===== src/rtl/operand_unpacker_if.sv =====
// Handshake bundle between the operand packing path and the unpacker:
// word-pair input channel plus the unpacked-operand output channel.
interface operand_unpacker_if #(
  parameter int W = 4
);
  logic             in_valid;
  logic             in_ready;
  logic [2*W-1:0]   in_rep;
  logic [W:0]       in_cat;
  logic             out_valid;
  logic             out_ready;
  logic [W-1:0]     a_out;
  logic             c_out;
  logic             err_out;

  // master drives word pairs and consumes unpacked operands
  modport master (
    output in_valid, in_rep, in_cat, out_ready,
    input  in_ready, out_valid, a_out, c_out, err_out
  );

  modport slave (
    input  in_valid, in_rep, in_cat, out_ready,
    output in_ready, out_valid, a_out, c_out, err_out
  );
endinterface


===== src/rtl/operand_unpacker.sv =====
// Checks {a,a}/{a,c} word pairs, recovers a and c, and queues them in a small FIFO.
// Define UNPACK_ERR_CNT_EN to build the saturating integrity-error counter.
module operand_unpacker #(
  parameter int W     = 4,
  parameter int DEPTH = 2,
  parameter int CNT_W = 8
) (
  input  logic             clk,
  input  logic             rst_n,
  operand_unpacker_if.slave bus,
  input  logic             err_clr,
  output logic [CNT_W-1:0] err_cnt
);

  localparam int AW = $clog2(DEPTH);
  localparam int CW = AW + 1;
  localparam int EW = W + 2;

  typedef struct packed {
    logic         err;
    logic         c;
    logic [W-1:0] a;
  } entry_t;

  logic [EW-1:0] mem [DEPTH];

  logic [AW-1:0] wr_ptr_reg, wr_ptr_next;
  logic [AW-1:0] rd_ptr_reg, rd_ptr_next;
  logic [CW-1:0] count_reg, count_next;
  entry_t        head_reg, head_next;

  logic   push, pop, full, empty;
  entry_t in_entry;

  // ---------------- decode ----------------
  logic [W-1:0] hi, lo;
  logic [W-1:0] rep_eq, cat_eq;
  logic         rep_ok, cat_ok;

  assign hi = bus.in_rep[2*W-1:W];
  assign lo = bus.in_rep[W-1:0];

  for (genvar gi = 0; gi < W; gi++) begin : g_cmp
    assign rep_eq[gi] = hi[gi] ~^ lo[gi];
    assign cat_eq[gi] = bus.in_cat[gi+1] ~^ lo[gi];
  end

  assign rep_ok = &rep_eq;
  assign cat_ok = &cat_eq;

  always_comb begin
    in_entry     = '0;
    in_entry.a   = lo;
    in_entry.c   = bus.in_cat[0];
    in_entry.err = !(rep_ok && cat_ok);
  end

  // ---------------- FIFO control ----------------
  assign full  = (count_reg == CW'(DEPTH));
  assign empty = (count_reg == '0);

  // Readiness is a function of registered occupancy only, so a pop in the
  // same cycle never opens a slot for a push into a full FIFO.
  assign bus.in_ready  = !full;
  assign bus.out_valid = !empty;

  assign push = bus.in_valid && !full;
  assign pop  = bus.out_ready && !empty;

  always_comb begin
    wr_ptr_next = wr_ptr_reg;
    rd_ptr_next = rd_ptr_reg;
    count_next  = count_reg + CW'(push) - CW'(pop);
    if (push) wr_ptr_next = wr_ptr_reg + AW'(1);
    if (pop)  rd_ptr_next = rd_ptr_reg + AW'(1);
  end

  // The next head is the word arriving this cycle when it lands in the slot
  // the read pointer moves to; otherwise it is already in the array.
  always_comb begin
    head_next = head_reg;
    if (count_next != '0) begin
      if (push && (rd_ptr_next == wr_ptr_reg))
        head_next = in_entry;
      else
        head_next = entry_t'(mem[rd_ptr_next]);
    end
  end

  always_ff @(posedge clk) begin
    if (push) mem[wr_ptr_reg] <= in_entry;
  end

  always_ff @(posedge clk or negedge rst_n) begin
    if (!rst_n) begin
      wr_ptr_reg <= '0;
      rd_ptr_reg <= '0;
      count_reg  <= '0;
      head_reg   <= '0;
    end else begin
      wr_ptr_reg <= wr_ptr_next;
      rd_ptr_reg <= rd_ptr_next;
      count_reg  <= count_next;
      head_reg   <= head_next;
    end
  end

  assign bus.a_out   = head_reg.a;
  assign bus.c_out   = head_reg.c;
  assign bus.err_out = head_reg.err;

  // ---------------- error counter ----------------
`ifdef UNPACK_ERR_CNT_EN
  logic [CNT_W-1:0] err_cnt_reg, err_cnt_next;
  logic             err_push;

  assign err_push = push && in_entry.err;

  always_comb begin
    err_cnt_next = err_cnt_reg;
    if (err_clr)
      err_cnt_next = err_push ? CNT_W'(1) : '0;
    else if (err_push && (err_cnt_reg != {CNT_W{1'b1}}))
      err_cnt_next = err_cnt_reg + CNT_W'(1);
  end

  always_ff @(posedge clk or negedge rst_n) begin
    if (!rst_n) err_cnt_reg <= '0;
    else        err_cnt_reg <= err_cnt_next;
  end

  assign err_cnt = err_cnt_reg;
`else
  logic unused_err_clr;
  assign unused_err_clr = err_clr;
  assign err_cnt        = '0;
`endif

endmodule

===== src/flat_wrapper.sv =====
// flat-port wrapper written by rule: the top's interface ports become plain ports
module operand_unpacker_flat 
#(
  parameter int W     = 4,
  parameter int DEPTH = 2,
  parameter int CNT_W = 8
)
  (clk, rst_n, err_clr, err_cnt, bus_in_valid, bus_in_rep, bus_in_cat, bus_out_ready, bus_in_ready, bus_out_valid, bus_a_out, bus_c_out, bus_err_out);
  operand_unpacker_if #(.W(W)) bus_i ();
  input  logic clk;
  input  logic rst_n;
  input  logic err_clr;
  output logic [CNT_W-1:0] err_cnt;
  input wire logic [$bits(bus_i.in_valid)-1:0] bus_in_valid;
  input wire logic [$bits(bus_i.in_rep)-1:0] bus_in_rep;
  input wire logic [$bits(bus_i.in_cat)-1:0] bus_in_cat;
  input wire logic [$bits(bus_i.out_ready)-1:0] bus_out_ready;
  output wire logic [$bits(bus_i.in_ready)-1:0] bus_in_ready;
  output wire logic [$bits(bus_i.out_valid)-1:0] bus_out_valid;
  output wire logic [$bits(bus_i.a_out)-1:0] bus_a_out;
  output wire logic [$bits(bus_i.c_out)-1:0] bus_c_out;
  output wire logic [$bits(bus_i.err_out)-1:0] bus_err_out;
  assign bus_i.in_valid = bus_in_valid;
  assign bus_i.in_rep = bus_in_rep;
  assign bus_i.in_cat = bus_in_cat;
  assign bus_i.out_ready = bus_out_ready;
  assign bus_in_ready = bus_i.in_ready;
  assign bus_out_valid = bus_i.out_valid;
  assign bus_a_out = bus_i.a_out;
  assign bus_c_out = bus_i.c_out;
  assign bus_err_out = bus_i.err_out;
  operand_unpacker #(.W(W), .DEPTH(DEPTH), .CNT_W(CNT_W)) u_core (.clk(clk), .rst_n(rst_n), .bus(bus_i), .err_clr(err_clr), .err_cnt(err_cnt));
endmodule

===== config.mk =====
export PLATFORM = sky130hd
export DESIGN_NAME = operand_unpacker_flat
export DESIGN_NICKNAME = d
export VERILOG_FILES = /design/src/rtl/operand_unpacker_if.sv /design/src/rtl/operand_unpacker.sv /design/src/flat_wrapper.sv
export SDC_FILE = /design/constraint.sdc
export NUM_CORES = 1
export LEC_CHECK = 0
export ABC_AREA = 1
export CORE_UTILIZATION = 51
export DETAILED_ROUTE_END_ITERATION = 12
export PLACE_DENSITY_LB_ADDON = 0.15
export SYNTH_ARGS = -nofsm -noshare
export SYNTH_HDL_FRONTEND = slang
export SYNTH_SLANG_ARGS = --single-unit

===== constraint.sdc =====
create_clock -name clk -period 3.1 [get_ports clk]
set_input_delay 0.93 -clock clk [delete_from_list [all_inputs] [get_ports clk]]
set_output_delay 0.93 -clock clk [all_outputs]
set_load 0.02 [all_outputs]

* Word level (Yosys, flattened, before mapping)
Memories as Yosys holds them, arrays and structs flattened. A register that Yosys moved wholly into a read port is not among the register bits.
Index checks and enable logic that the tools add are counted.
W data, S select, Z words.
** Storage, ports and cells
- Register bits :: 4
- Bits in latches :: 0
- RAM bits :: 12
- ROM bits :: 0
- Input bits :: 18
- Output and inout port bits :: 16
- Logic and storage cells :: 31
- Memories kept :: 1
** Memory list
- u_core.mem :: depth 2, width 6, rd ports 1, clocked after memory_dff 1, wr ports 1, RTL line operand_unpacker.sv:25 : logic [EW-1:0] mem [DEPTH];
** Operators by class
- Add/sub/neg operators :: 4
- Multiply operators :: 0
- Divide/modulo/power cells :: 0
- Order comparisons :: 0
- Equality and inequality tests :: 1
- Shifts and indexed selects :: 0
- Multiplexer cells :: 3
- Bitwise logic cells :: 8
- Reductions and logical operators :: 11
** Operator list (count)
- $reduce_and A4 Y1 :: 2
- $xnor A1 B1 Y1 :: 8
- $logic_not A1 Y1 :: 4
- $logic_and A1 B1 Y1 :: 3
- $mux W1 :: 3
- $add A1 B1 Y1 const B :: 2
- $add A2 B1 Y2 :: 1
- $eq A2 B2 Y1 const B :: 1
- $logic_not A2 Y1 :: 1
- $reduce_bool A2 Y1 :: 1
- $sub A2 B1 Y2 :: 1

* Longest topological paths before layout
Gate-level depths: netlist of the first run.
- Word-level depth :: 6
- Gate-level depth with buffers :: 11
- Depth with buffers taken out :: 11

* Worst setup path before layout of the first run
OpenSTA, ideal clock, no wires.
- Path kind :: input to register
- From :: in bus_out_ready
- To :: reg u_core.bus.a_out[0] (netlist name)
- Setup time :: 0.065 ns
- Arrival :: 2.218 ns
- Required time :: 3.035 ns
- Path slack :: 0.817 ns
- Stages on the path :: 11
- Path buffers :: 0
- Cell sequence :: o21ai_2 > inv_1 > ha_1 > inv_1 > ha_1 > xor2_1 > xor2_1 > nand2_2 > inv_2 > nand2_1 > nand2_1
** On the way
- Cells in the longest elaborated chain, start to end :: 3
- Elaborated cells on any way between the ends :: 4
- Classes of those cells :: add/sub: 1; mux: 1; reduce/logical: 2
** RTL lines
- start, declared :: RTL line flat_wrapper.sv:17 : input wire logic [$bits(bus_i.out_ready)-1:0] bus_out_ready;
- $logic_and A1 B1 Y1 * :: RTL line operand_unpacker.sv:68 : assign pop = bus.out_ready && !empty;
- $sub A2 B1 Y2 :: RTL line operand_unpacker.sv:73 : count_next = count_reg + CW'(push) - CW'(pop);
- $reduce_bool A2 Y1 :: RTL line operand_unpacker.sv:82 : if (count_next != '0) begin
Mark *: on every way between the ends. The rest lies on a longest branch, timed or not.
A chain may end at the register's enable or synchronous reset.

* Worst setup path after layout of the first run
- From :: in bus_out_ready
- To :: reg u_core.bus.a_out[3] (netlist name)
** On the way
- Cells in the longest elaborated chain, start to end :: 3
- Elaborated cells on any way between the ends :: 4
- Classes of those cells :: add/sub: 1; mux: 1; reduce/logical: 2
** RTL lines (RTL line)
- $logic_and A1 B1 Y1 * :: operand_unpacker.sv:68
- $sub A2 B1 Y2 :: operand_unpacker.sv:73
- $reduce_bool A2 Y1 :: operand_unpacker.sv:82
Marks and branches as above.

==> results of run 1 <==
-- power by group through the flow --
stage | sequential, mW | clock [mW] | combinational (mW)
finish | 0.485 | 0.165 | 0.839
floorplan | 0.534 | 0 | 0.569
CTS | 0.485 | 0.161 | 0.849
detailed placement | 0.493 | 0 | 0.841
global route | 0.496 | 0.171 | 0.936
global placement | 0.487 | 0 | 0.815
-- critical path: stages --
cell             delay (ps)
clkdlybuf4s50_1         450
o21ai_2                 130
inv_1                    70
ha_1                    270
inv_1                    50
ha_1                    160
xor2_1                  200
xor2_1                  260
nand2_2                 160
inv_2                   130
nand2_1                  60
nand2_1                  70
-- cell usage after synthesis (all sizes together) --
cell type / instances / area, um2
dfrtp: 10 / 250.2
nand3: 22 / 127.6
xor2: 2 / 17.52
o21bai: 1 / 7.510
a21oi: 1 / 5.000
ha: 2 / 25.02
nand3b: 1 / 7.510
conb: 1 / 3.750
nand2: 39 / 181.4
buf: 9 / 80.08
inv: 23 / 86.33
o21ai: 7 / 57.55
nor2: 9 / 33.78
edfxtp: 12 / 360.4
-- kinds of logic after synthesis --
| kind of cell | count (synthesis) |
|---|---|
| AOI/OAI and AO/OA | 9 |
| xor gates and xnor gates | 2 |
| adders and majority gates | 2 |
| buffers and inverters | 32 |
| DFF | 22 |
| other | 1 |
| and+or+nand+nor | 71 |
-- area by class of cell --
cell class / count / area (um2)
timing repair buffer: 25 / 247.7
sequential: 22 / 610.6
inverter: 23 / 86.33
fill: 194 / 745.7
multi-input combinational: 92 / 493.0
tap: 28 / 35.03
clock buffer: 4 / 36.28
-- layer usage --
| layer | up-vias | global-route usage |
|---|---|---|
| met5 | - | 0 |
| met4 | 0 | 0.07658 |
| met3 | 5 | 0.01786 |
| met2 | 31 | 0.3550 |
| met1 | 436 | 0.2361 |
| li1 | 479 | - |
-- metrics by stage --
stage | setup WS (ps) | util | cell area [um2] | hold WS (ps) | instances
2_1_floorplan | 816.9 | - | 1270 | 532.5 | 146
3_3_place_gp | 194.5 | 0.6532 | 1473 | 467.6 | 190
3_5_place_dp | 113.5 | 0.6532 | 1473 | 469.0 | 190
4_1_cts | 422.9 | 0.6693 | 1509 | 500.6 | 194
5_1_grt | 213.5 | 0.6693 | 1509 | 522.4 | 194
6_report | 407.6 | 0.6693 | 1509 | 501.1 | 194
-- worst paths after layout --
check                                            to  slack [ps]  cells past startpoint
max in group asynchronous         u_core.rd_ptr_reg        1890                      1
worst max register to register  u_core.bus.a_out[3]         920                     11
worst max-delay path            u_core.bus.a_out[3]         410                     12
worst min register to register  u_core.bus.a_out[1]         500                      2
min in group asynchronous          u_core.bus.c_out         910                      1
worst min-delay path            u_core.bus.a_out[1]         500                      2
==> reports/results.ini, run 1 <==
[power]
p_sw_mw = 0.6863
power_density_nw_per_um2 = 986.7
swShare = 0.4609
comb_power_share = 0.563
p_int_mw = 0.8026
finalPower_mw = 1.489
leakagePower_nw = 0.7174
seqPwrFrac = 0.325
p_clk_frac = 0.111
irDropWorstVdd_mv = 0.7647

[placed_design]
place_hpwl_mm = 1.784
place.gp.congestion = 0.7874
numPortBuffers = 24

[die]
die_h_um = 51.38
ioPinCount = 34
dieArea_um2 = 2640
row_count = 17
die_width_um = 51.38
fp.coreArea_um2 = 2255
initial_core_util = 0.5516

[clocking]
worstSkewPairLatency_ps = 320
path_clk_slew_ps = 120
cts_setup_buffers = 0
cts_tree = built
clockBufferDepth = 2
cts_max_level = 1
holdBufCountCts = 0
ctsResizeCount = 0
cts_root_buf = clkbuf_4
clock_sinks = 22
cts_inserted_buffers = 3

[sta]
slew_headroom = 0.5795
setup_viol = 0
fmax_mhz = 371.4
setup_tns_ps = 0
fin_crit_sh = 0.8685
tightest_slew_ps = 628.4
finalClockSkew_ps = 10.33
rsz0062_at_grt = false
min_period_ps = 2692
maxSlewViolCount = 0
finalHoldViolCount = 0

[drt]
drt_iter0_markers = 26
vias = 951
wirelength_mm = 2.316
wl_met3_um = 93
wl_met2_mm = 1.237
drcViolationCount = 0
first_pass_iters = 4
vias_per_cell = 4.902
wl_met1_um = 946
routedWlPerCell_um = 11.94
drtAntennaViolNets = 0
highest_layer = met4

[final_layout]
area_growth_pct = 21.33
layout_commonest_cell = nand2_1
largest_reg_flops = 12
layout_common_cells = nand2_1, clkdlybuf4s50_1, nand3_1
layout-drive-gt1-share = 0.1506
diodes = 0
nets = 187

[setup_path]
crit_path_end_kind = flop
cp.arrival_ps = 2950
path_max_fanout = 7
critPathLaunch = bus_out_ready
timing.rr.start = u_core.count_reg[1]
crit_type = input port to flop
critPathRequiredTime_ps = 3360
cp-start-kind = input port

[global_routing]
grt_overflow = 0
grt_max_degree = 13
grt_usage = 0.1958
grt_pass1_wl_mm = 3.712
antenna_found_initial = 0
grt_pass1_vias = 848

[logic_synthesis]
synth_top_family_by_area = simple AND/OR/NAND/NOR gates
muxShareOfSynthArea = 0
synthXorXnorAreaFrac = 0.01408
ys_warn_count = 0
synth.avg_cell_area_um2 = 8.947
yosys.area_share.simple = 0.2817
synthAdderAreaFrac = 0.02012
synth_cell_types = 21
synthCells = 139
synth_compound_area_frac = 0.05634
synth-seq-cells = 22
ys_seq_area_frac = 0.4909
syn_area_um2 = 1244

[hold_path]
hp-class = flop to flop
min_from = u_core.bus.a_out[1]

[run_status]
status = completed

[run]
maxCapViolCount = 0

Note: power is estimated with default switching activity, not from simulation.
==> run 2, diff against run 1 <==
--- a/config.mk
+++ b/config.mk
@@ -8,6 +8,7 @@
 export ABC_AREA = 1
 export CORE_UTILIZATION = 51
 export DETAILED_ROUTE_END_ITERATION = 12
+export GPL_ROUTABILITY_DRIVEN = 0
 export PLACE_DENSITY_LB_ADDON = 0.15
 export SYNTH_ARGS = -nofsm -noshare
 export SYNTH_HDL_FRONTEND = slang
==> results of run 2 <==
No change in the layout: final DEF, timing and power equal those of run 1.
==> run 3, diff against run 2 <==
--- a/config.mk
+++ b/config.mk
@@ -10,6 +10,7 @@
 export DETAILED_ROUTE_END_ITERATION = 12
 export GPL_ROUTABILITY_DRIVEN = 0
 export PLACE_DENSITY_LB_ADDON = 0.15
+export RECOVER_POWER = 50
 export SYNTH_ARGS = -nofsm -noshare
 export SYNTH_HDL_FRONTEND = slang
 export SYNTH_SLANG_ARGS = --single-unit
==> run 3 against run 2 <==
  * Final area is 0.50% lower
  * Sequential share of layout area increased by 0.20 points
  * Worst hold slack about the same
  * Critical path depth is the same
  * Via count increased by 0.74%
  * Register-to-register slack about the same
  * Sequential power hardly changed
  * First-iteration DRC count down 3.8%
  * Non-clock buffer count unchanged
  * Routed wire length about the same
  * Largest cell class unchanged
==> reports/results.ini, run 3 (synthesis results as in run 1) <==
[drt]
routedWlPerCell_um = 11.94  ; about the same
vias_per_cell = 4.938  ; +0.74%
wirelength_mm = 2.317  ; about the same
wl_met2_mm = 1.221  ; -1.3%
drtAntennaViolNets = 0  ; unchanged
wl_met1_um = 949  ; +0.32%
wl_met3_um = 97  ; +4.3%
first_pass_iters = 4  ; unchanged
vias = 958  ; +0.74%
highest_layer = met4
drt_iter0_markers = 25  ; -3.8%
drcViolationCount = 0  ; unchanged

[global_routing]
grt_pass1_vias = 848  ; unchanged
antenna_found_initial = 0  ; unchanged
grt_overflow = 0  ; unchanged
grt_usage = 0.1958  ; unchanged
grt_pass1_wl_mm = 3.712  ; unchanged
grt_max_degree = 13  ; unchanged

[final_layout]
layout_common_cells = nand2_1, nand3_1, inv_1
largest_reg_flops = 12  ; unchanged
fill_cells = 194  ; unchanged
area_growth_pct = 20.72
layout_commonest_cell = nand2_1
layout-drive-gt1-share = 0.1446  ; -0.006024
nets = 187  ; unchanged
final_cells = 194  ; unchanged
diodes = 0  ; unchanged
fin_util = 0.6659  ; -0.003329

[run_status]
status = completed

[die]
ioPinCount = 34  ; unchanged
dieArea_um2 = 2640  ; unchanged
initial_core_util = 0.5516  ; unchanged
row_count = 17  ; unchanged
die_width_um = 51.38  ; unchanged
fp.coreArea_um2 = 2255  ; unchanged
die_h_um = 51.38  ; unchanged

[sta]
fin_crit_sh = 0.8688  ; about the same
min_period_ps = 2693  ; +0.7550 ps
rsz0062_at_grt = false
tightest_slew_ps = 637.0  ; +8.611 ps
setup_tns_ps = 0  ; unchanged
setup_viol = 0  ; unchanged
slew_headroom = 0.5738  ; -0.005761
finalClockSkew_ps = 9.107  ; -1.220 ps
finalHoldViolCount = 0  ; unchanged
fmax_mhz = 371.3  ; about the same
maxSlewViolCount = 0  ; unchanged
whs_ps = 501.0  ; -0.09400 ps

[power]
leakagePower_nw = 0.7175  ; about the same
finalPower_mw = 1.476  ; -0.86%
irDropWorstVdd_mv = 0.7623  ; -0.31%
power_density_nw_per_um2 = 983.2  ; -0.36%

[clocking]
clockBufferDepth = 2  ; unchanged
cts_setup_buffers = 0  ; unchanged
cts_max_level = 1  ; unchanged
cts_root_buf = clkbuf_4
clock_sinks = 22  ; unchanged
worstSkewPairLatency_ps = 320  ; about the same
cts_inserted_buffers = 3  ; unchanged
cts_tree = built
ctsResizeCount = 0  ; unchanged
holdBufCountCts = 0  ; unchanged
path_clk_slew_ps = 120  ; about the same

[run]
maxCapViolCount = 0  ; unchanged

[placed_design]
numPortBuffers = 24  ; unchanged
place_hpwl_mm = 1.784  ; unchanged
placedCellCount = 190  ; unchanged

[setup_path]
cp-start-kind = input port
cp.arrival_ps = 2950  ; about the same
crit_type = input port to flop
crit_path_end_kind = flop
critPathRequiredTime_ps = 3360  ; about the same
path_max_fanout = 7  ; unchanged

[hold_path]
hp-class = flop to flop

[run 3: worst paths after layout]
check	slack, ps	cells after the start	startpoint	to
max in group asynchronous	1810	1	rst_n	u_core.rd_ptr_reg
hold reg to reg	500	2	u_core.bus.a_out[1]	u_core.bus.a_out[1]
setup reg to reg	920	11	u_core.count_reg[1]	u_core.bus.a_out[3]
min in group asynchronous	980	1	rst_n	u_core.bus.c_out
setup / recovery	410	12	bus_out_ready	u_core.bus.a_out[3]
hold / removal	500	2	u_core.bus.a_out[1]	u_core.bus.a_out[1]
[run 3: per-stage QoR]
step                      setup slack, ps  area, um2
after floorplan                     816.9       1270
after global placement              194.5       1473
after detailed placement            113.5       1473
after CTS                           422.9       1509
after global routing                213.5       1501
final                               406.9       1501
[run 3: cell type report]
cell class / instances / area, um2 / area share
sequential: 22 / 610.6 / 0.4067
multi-input combinational: 92 / 485.5 / 0.3233
timing repair buffer: 25 / 247.7 / 0.1650
inverter: 23 / 86.33 / 0.05750
clock buffer: 4 / 36.28 / 0.02417
tap: 28 / 35.03 / 0.02333
[run 3: critical path, stage by stage]
cell             delay, ps
clkdlybuf4s50_1        450
o21ai_2                130
inv_1                   70
ha_1                   270
inv_1                   50
ha_1                   160
xor2_1                 210
xor2_1                 260
nand2_2                160
inv_2                  130
nand2_1                 60
nand2_1                 70
[run 3: where the power goes]
| group | switching [mW] | leakage [nW] | internal, mW | total, mW |
|---|---|---|---|---|
| clock | 0.0924 | 0.0210 | 0.0718 | 0.164 |
| combinational | 0.528 | 0.473 | 0.299 | 0.827 |
| sequential | 0.0588 | 0.224 | 0.426 | 0.485 |
| total | 0.679 | 0.718 | 0.797 | 1.48 |
[run 3: metal layers]
metal | track usage | vias up
met4 | 0.07658 | 0
li1 | - | 480
met3 | 0.01786 | 7
met1 | 0.2361 | 438
met5 | 0 | -
met2 | 0.3550 | 33
